--- src/rtl/tmr_scrub_ctrl.sv ---
// tmr_scrub_ctrl: majority-votes a triplicated state register and sequences scrub/repair resyncs.
//   clk, rst (async, active-high)
//   en                     enable supervision
//   state_a/b/c            the three protected copies
//   voted, mismatch        combinational majority and disagreement flag
//   resync, resync_val     load strobe and registered value for all three copies
//   err_count, clr_count   saturating mismatch counter and its synchronous clear
//   err_fatal, clr_fault   sticky repair-failure flag and its release
//   busy                   repair in progress (RESYNC or VERIFY)
module tmr_scrub_ctrl #(
  parameter int WIDTH        = 1,
  parameter int SCRUB_PERIOD = 256,
  parameter int RETRY_MAX    = 3,
  parameter int CNT_W        = 8
) (
  input  logic             clk,
  input  logic             rst,
  input  logic             en,
  input  logic [WIDTH-1:0] state_a,
  input  logic [WIDTH-1:0] state_b,
  input  logic [WIDTH-1:0] state_c,
  output logic [WIDTH-1:0] voted,
  output logic             resync,
  output logic [WIDTH-1:0] resync_val,
  output logic             mismatch,
  output logic [CNT_W-1:0] err_count,
  input  logic             clr_count,
  output logic             err_fatal,
  input  logic             clr_fault,
  output logic             busy
);
  localparam int TW = $clog2(SCRUB_PERIOD);
  localparam int RW = $clog2(RETRY_MAX + 1);
  typedef enum logic [2:0] {IDLE, CHECK, RESYNC, VERIFY, FAULT} state_t;
  state_t state, nxt;
  logic [TW-1:0] timer;
  logic [RW-1:0] retry;
  logic expired, last_try;
  assign voted    = (state_a & state_b) | (state_b & state_c) | (state_a & state_c);
  assign mismatch = (state_a != state_b) | (state_b != state_c);
  assign expired  = timer == TW'(SCRUB_PERIOD - 1);
  assign last_try = retry == RW'(RETRY_MAX - 1);
  always_ff @(posedge clk or posedge rst) begin
    if (rst) begin
      state      <= IDLE;
      timer      <= '0;
      retry      <= '0;
      resync_val <= '0;
      err_count  <= '0;
    end else begin
      state <= nxt;
      // the timer only runs while CHECK persists; every exit (to IDLE or RESYNC) restarts it
      timer <= (state == CHECK && nxt == CHECK) ? timer + TW'(1) : '0;
      if (nxt == RESYNC) resync_val <= voted;
      if (state == VERIFY && nxt == RESYNC) retry <= retry + RW'(1);
      else if ((state == VERIFY && nxt == CHECK) || (state == FAULT && nxt == IDLE)) retry <= '0;
      // only CHECK-phase mismatches are counted; failed verifies are not new errors
      err_count <= clr_count ? '0 :
                   (state == CHECK && en && mismatch && !(&err_count)) ? err_count + CNT_W'(1) :
                   err_count;
    end
  end
  always_comb begin
    nxt = state;
    case (state)
      IDLE:    nxt = en ? CHECK : IDLE;
      CHECK:   nxt = !en ? IDLE : (mismatch || expired) ? RESYNC : CHECK;
      RESYNC:  nxt = VERIFY;
      VERIFY:  nxt = !mismatch ? CHECK : last_try ? FAULT : RESYNC;
      FAULT:   nxt = clr_fault ? IDLE : FAULT;
      default: nxt = IDLE;
    endcase
  end
  always_comb begin
    resync    = state == RESYNC;
    busy      = state == RESYNC || state == VERIFY;
    err_fatal = state == FAULT;
  end
endmodule

--- config.mk ---
export PLATFORM = sky130hd
export DESIGN_NAME = tmr_scrub_ctrl
export DESIGN_NICKNAME = d
export VERILOG_FILES = /design/src/rtl/tmr_scrub_ctrl.sv
export SDC_FILE = /design/constraint.sdc
export NUM_CORES = 1
export LEC_CHECK = 0
export CAP_MARGIN = 20
export CORE_MARGIN = 2
export CORE_UTILIZATION = 45
export CTS_BUF_LIST = sky130_fd_sc_hd__clkbuf_2 sky130_fd_sc_hd__clkbuf_4 sky130_fd_sc_hd__clkbuf_8
export DETAILED_ROUTE_END_ITERATION = 6
export PLACE_DENSITY = 0.69
export SLEW_MARGIN = 20
export SYNTH_ARGS = -nofsm -noshare
export SYNTH_HDL_FRONTEND = slang
export SYNTH_SLANG_ARGS = --single-unit
--- constraint.sdc ---
create_clock -name clk -period 2.8 [get_ports clk]
set_input_delay 0.56 -clock clk [delete_from_list [all_inputs] [get_ports clk]]
set_output_delay 0.56 -clock clk [all_outputs]
set_load 0.01 [all_outputs]
# Word-level counts from Yosys, hierarchy flattened
# Index checks and enable logic that the tools add are counted.
[op_classes]
bitwise = 6
add_sub_neg = 3
n_mux = 12
eq_ne = 10
n_reduce_logical = 16
[op_table]
columns = ["operator", "count"]
rows = [
  ["$mux W8", 3],
  ["$add A8 B1 Y8 const B", 2],
  ["$pmux W3 S5", 1],
  ["$eq A3 B2 Y1 const B", 3],
  ["$mux W3", 3],
  ["$eq A8 B8 Y1 const B", 1],
  ["$mux W2", 4],
  ["$reduce_and A8 Y1", 1],
  ["$logic_and A1 B1 Y1", 7],
  ["$eq A3 B1 Y1 const B", 2],
  ["$logic_not A3 Y1", 2],
  ["$reduce_bool A2 Y1", 2],
  ["$and A1 B1 Y1", 3],
  ["$eq A3 B3 Y1 const B", 1],
  ["$logic_or A1 B1 Y1", 3],
  ["$or A1 B1 Y1", 3],
  ["$add A2 B1 Y2 const B", 1],
  ["$eq A2 B2 Y1 const B", 1],
  ["$ne A1 B1 Y1", 2],
  ["$logic_not A1 Y1", 1],
  ["$mux W1", 1],
]
[word_totals]
word_cells = 52
output_inout_bits = 14
reg_bits = 22
inputBits = 8

# Depth between registers and ports, before layout
[depth]
word_depth = 11
ltp_mapped = 6
mapped_depth_nobuf = 6

# Worst setup path before layout
# Ideal clock, no wire load.
[synth_timing]
path_type = "input-to-reg"
startpoint = "input port state_b"
endpoint = "register resync_val"
required_time_ns = 2.672
arrival_time_ns = 1.920
setup_time_ns = 0.128
n_path_buf = 0
path_slack_ns = 0.753
cell_stages = 6
cell_sequence = "ha_1 -> nor2_1 -> inv_2 -> a311oi_1 -> a311oi_1 -> mux2_1"
[synth_between]
elab_chain_len = 7
elab_cells_between_ends = 13
cone_classes = "eq/ne (3); mux (4); bitwise (5); reduce/logical (1)"
[synth_rtl]
columns = ["element", "line_no", "rtl"]
rows = [
  ["start, declared", "20", "input logic [WIDTH-1:0] state_b,"],
  ["$ne A1 B1 Y1", "40", "assign mismatch = (state_a != state_b) | (state_b != state_c);"],
  ["$or A1 B1 Y1 (*)", "40", ""],
  ["via mismatch", "25", "output logic mismatch,"],
  ["$logic_or A1 B1 Y1", "67", "CHECK: nxt = !en ? IDLE : (mismatch || expired) ? RESYNC : CHECK;"],
  ["$mux W2 (2 in series)", "67", ""],
  ["$pmux W3 S5 (*)", "65", "case (state)"],
  ["$eq A3 B2 Y1 (*)", "54", "if (nxt == RESYNC) resync_val <= voted;"],
  ["end signal, assigned", "54", ""],
  ["end, declared", "24", "output logic [WIDTH-1:0] resync_val,"],
]
# Mark *: on every way through the listed nets, which the timed path passes. The rest lies on a longest branch.
# A chain may end at the register's enable or synchronous reset.

# Worst setup path after layout
[layout_timing]
startpoint = "input port state_b"
endpoint = "output port mismatch"
[layout_between]
elab_chain_len = 2
elab_cells_between_ends = 3
cone_classes = "eq/ne (2); bitwise (1)"
[layout_rtl]
columns = ["element", "line_no"]
rows = [
  ["$ne A1 B1 Y1", "40"],
  ["$or A1 B1 Y1 (*)", "40"],
  ["end, declared", "25"],
]
# Every way passes the cells marked *; elsewhere a longest branch is shown, timed or not.

==> results by group <==
Run status
  • Status: finished clean

Setup path
  • CP arrival: 2.16 ns
  • Cells along the critical path: clkdlybuf4s50_1, ha_1, nor2_1, inv_2, clkdlybuf4s50_1
  • Slowest stage delay, CP: 0.48 ns
  • Crit. End Element: output pin
  • Setup CP Type: in2out
  • Crit-path slowest cell: clkdlybuf4s50_1
  • Worst setup endpoint: mismatch
  • R2R Path End: resync_val
  • Worst Setup Start Kind: input port
  • Reg-to-reg slack, setup: 0.94 ns
  • Top cell by count, worst path: clkdlybuf4s50_1
  • Worst setup startpoint: state_b
  • Critical path fanouts, max: 4
  • Critical path required time: 2.24 ns
  • Reg2Reg Depth: 5
  • Worst r2r src: timer[0]

Placed design
  • Port bufs: 21
  • Placer Congestion: 0.8186
  • Detailed Place HPWL: 1827 um
  • DP Cell Count: 168

Yosys
  • Leading area contributor after synthesis: dfrtp_1
  • Mapped cell area: 1200 um^2
  • Ys async rst share: 100.0%
  • Post-synth cell types: 43
  • Syn_nets: 131
  • Syn_area_per_cell: 10.17 um^2
  • Yosys reg bits: 22
  • Synth Flop Type: dfrtp_1
  • Register area share after synthesis: 45.88%
  • Post-Syn Instances: 118
  • Yosys warnings: 0
  • Synth area leaders: dfrtp_1, ha_1, nor2_1
  • Post-synth top area share: 45.88%
  • Post-synth EDFFs: 0

Global routing
  • First-pass GRT wire length: 4471 um
  • GRT Total Usage: 18.16%
  • Vias in the first global route: 985
  • Gr ovfl total: 0
  • Initial antenna violation count: 0
  • Largest net degree at the start of global routing: 23

Layout
  • Area grow syn2layout: 25.03%
  • Share of layout cells above drive strength 1: 9.155%
  • Diode count: 0
  • Non-Filler Instances: 172
  • Nets@finish: 156

Routing
  • DR iter-0 viols: 21
  • Drt via density: 5.570
  • Vias: 958
  • Number of routed nets with antenna violations: 0
  • Detailed-route wire length: 2490 um
  • Initial DRT Pass Iterations: 4
  • DR DRC count: 0
  • Avg WL per Cell: 14.48 um

Timing
  • Tightest Pin Transition: 0.8305 ns
  • Max Clock Freq: 368.3 MHz
  • Tmin final: 2.716 ns
  • RSZ-0062 raised after global routing: false
  • Finish-stage setup viols: 0
  • Setup Skew: 0.002844 ns
  • Pins Over Slew Limit: 0
  • Max-slew headroom: 44.57%
  • Fin crit share: 96.98%
  • Fin. Hold Viols: 0
  • Sum Neg Setup Slack: 0 ns

Flow run
  • Max cap viols: 0

Clock network
  • Post-CTS sizing: 0
  • Root buffer cell: clkbuf_4
  • Clock Tree Buf Depth: 2
  • Number of H-tree levels: 1
  • Clk slew on worst S/H paths: 0.13 ns
  • Worst-skew pair later-pin latency: 0.33 ns
  • Setup Buffers After CTS: 0
  • Clock buffer count from CTS: 3
  • Cts hold-fix bufs: 0
  • CTS tree: yes
  • TritonCTS sink count: 22

Power
  • P_leak: 0.0006330 uW
  • Pwr per Cell Area: 662.6 nW/um^2
  • Worst ir drop on vdd: 507.4 uV

Hold path
  • Worst min path class: reg2reg

Floorplanning
  • Die H: 55.64 um
  • Initial core utilization: 48.00%
  • FP Rows: 18
  • CORE AREA: 2500 um^2
  • Die Area: 3095 um^2
  • Die extent in x: 55.64 um
  • Ports: 22
cell usage in the layout, fill, tap and decap left out, types with 2 or more instances in the layout:
cell type	n
dfrtp_1	22
clkdlybuf4s50_1	21
nor2_1	14
nand3_1	8
nand2_1	6
xor2_1	5
a21oi_1	5
ha_1	5
inv_1	4
nand4_1	3
nor3_1	3
and3_1	3
xnor2_1	3
clkbuf_4	3
o21bai_1	2
mux2i_1	2
nand4bb_1	2
o31ai_1	2
or4_1	2
a311oi_1	2
buf_4	2
per-stage QoR:
stage	power (uW)	setup slack, ns	cell area (um^2)	hold slack [ns]	util (%)
finish	994.1	0.08447	1500	0.4795	60.01
global route	1057	0.01081	1500	0.5130	60.01
CTS	1001	0.08890	1500	0.4795	60.01
detailed placement	746.2	0.09377	1448	0.4618	57.91
global placement	732.2	0.1167	1448	0.4427	57.91
floorplan	631.3	0.7529	1200	0.4251	-
Yosys cell counts, drive strengths merged, types with 2 or more instances:
library cell and n:
mux2 2, nor2 14, and3 3, a311oi 2, dfrtp 22, xor2 5, nand3 8, nor3 3
o21bai 2, buf 2, nand4bb 2, xnor2 3, ha 5, mux2i 2, inv 5, nand2 7
or4 2, o31ai 2, a21oi 5, nand4 3
worst min path at each step:
stage,start,end,slack [ns],depth (start not counted)
floorplan,timer[0],timer[0],0.43,1
global placement,timer[0],timer[0],0.44,1
detailed placement,timer[0],timer[0],0.46,1
CTS,timer[0],timer[0],0.48,1
global route,timer[0],timer[0],0.51,1
finish,timer[0],timer[0],0.48,1
metal layers:
layer	track usage, %	wire [um]	share of wire (%)
met4	6.272	30	1.2
met5	0	0	0
met1	22.11	1125	45
met2	30.44	1214	49
met3	5.581	119	4.8
critical path, delay by kind of cell:
family | cells | cell delay (ns)
buf+inv | 3 | 0.99
fa+ha+maj | 1 | 0.33
simple gates | 1 | 0.27
power breakdown:
| group | internal, uW | switching [uW] |
|---|---|---|
| combinational | 179 | 151 |
| clock | 145 | 110 |
| sequential | 362 | 47.2 |
flip-flops by register name (all words and copies together), names as in the netlist:
signal / count
resync_val: 1
retry: 2
state: 3
timer: 8
err_count: 8
cells by family (layout without fill, tap and decap cells):
group	after synthesis	after routing	share of synthesized area, %
muxes	4	4	3.545
buffers and inverters	8	32	2.814
DFF	22	22	45.88
xor gates and xnor gates	8	8	5.840
adders and majority gates	5	5	5.214
and+or+nand+nor	51	51	24.09
AOI/OAI and AO/OA	20	20	12.62
layout make-up:
cell class / count / area [um^2]
flip-flops and latches: 22 / 550.5
well taps: 30 / 37.54
multi-input cells: 88 / 615.6
inverters: 5 / 18.77
fillers: 220 / 999.7
clock inverters: 1 / 30.03
clock buffers: 3 / 22.52
repair buffers: 23 / 225.2
No activity file was read; power rests on OpenSTA's default activity.
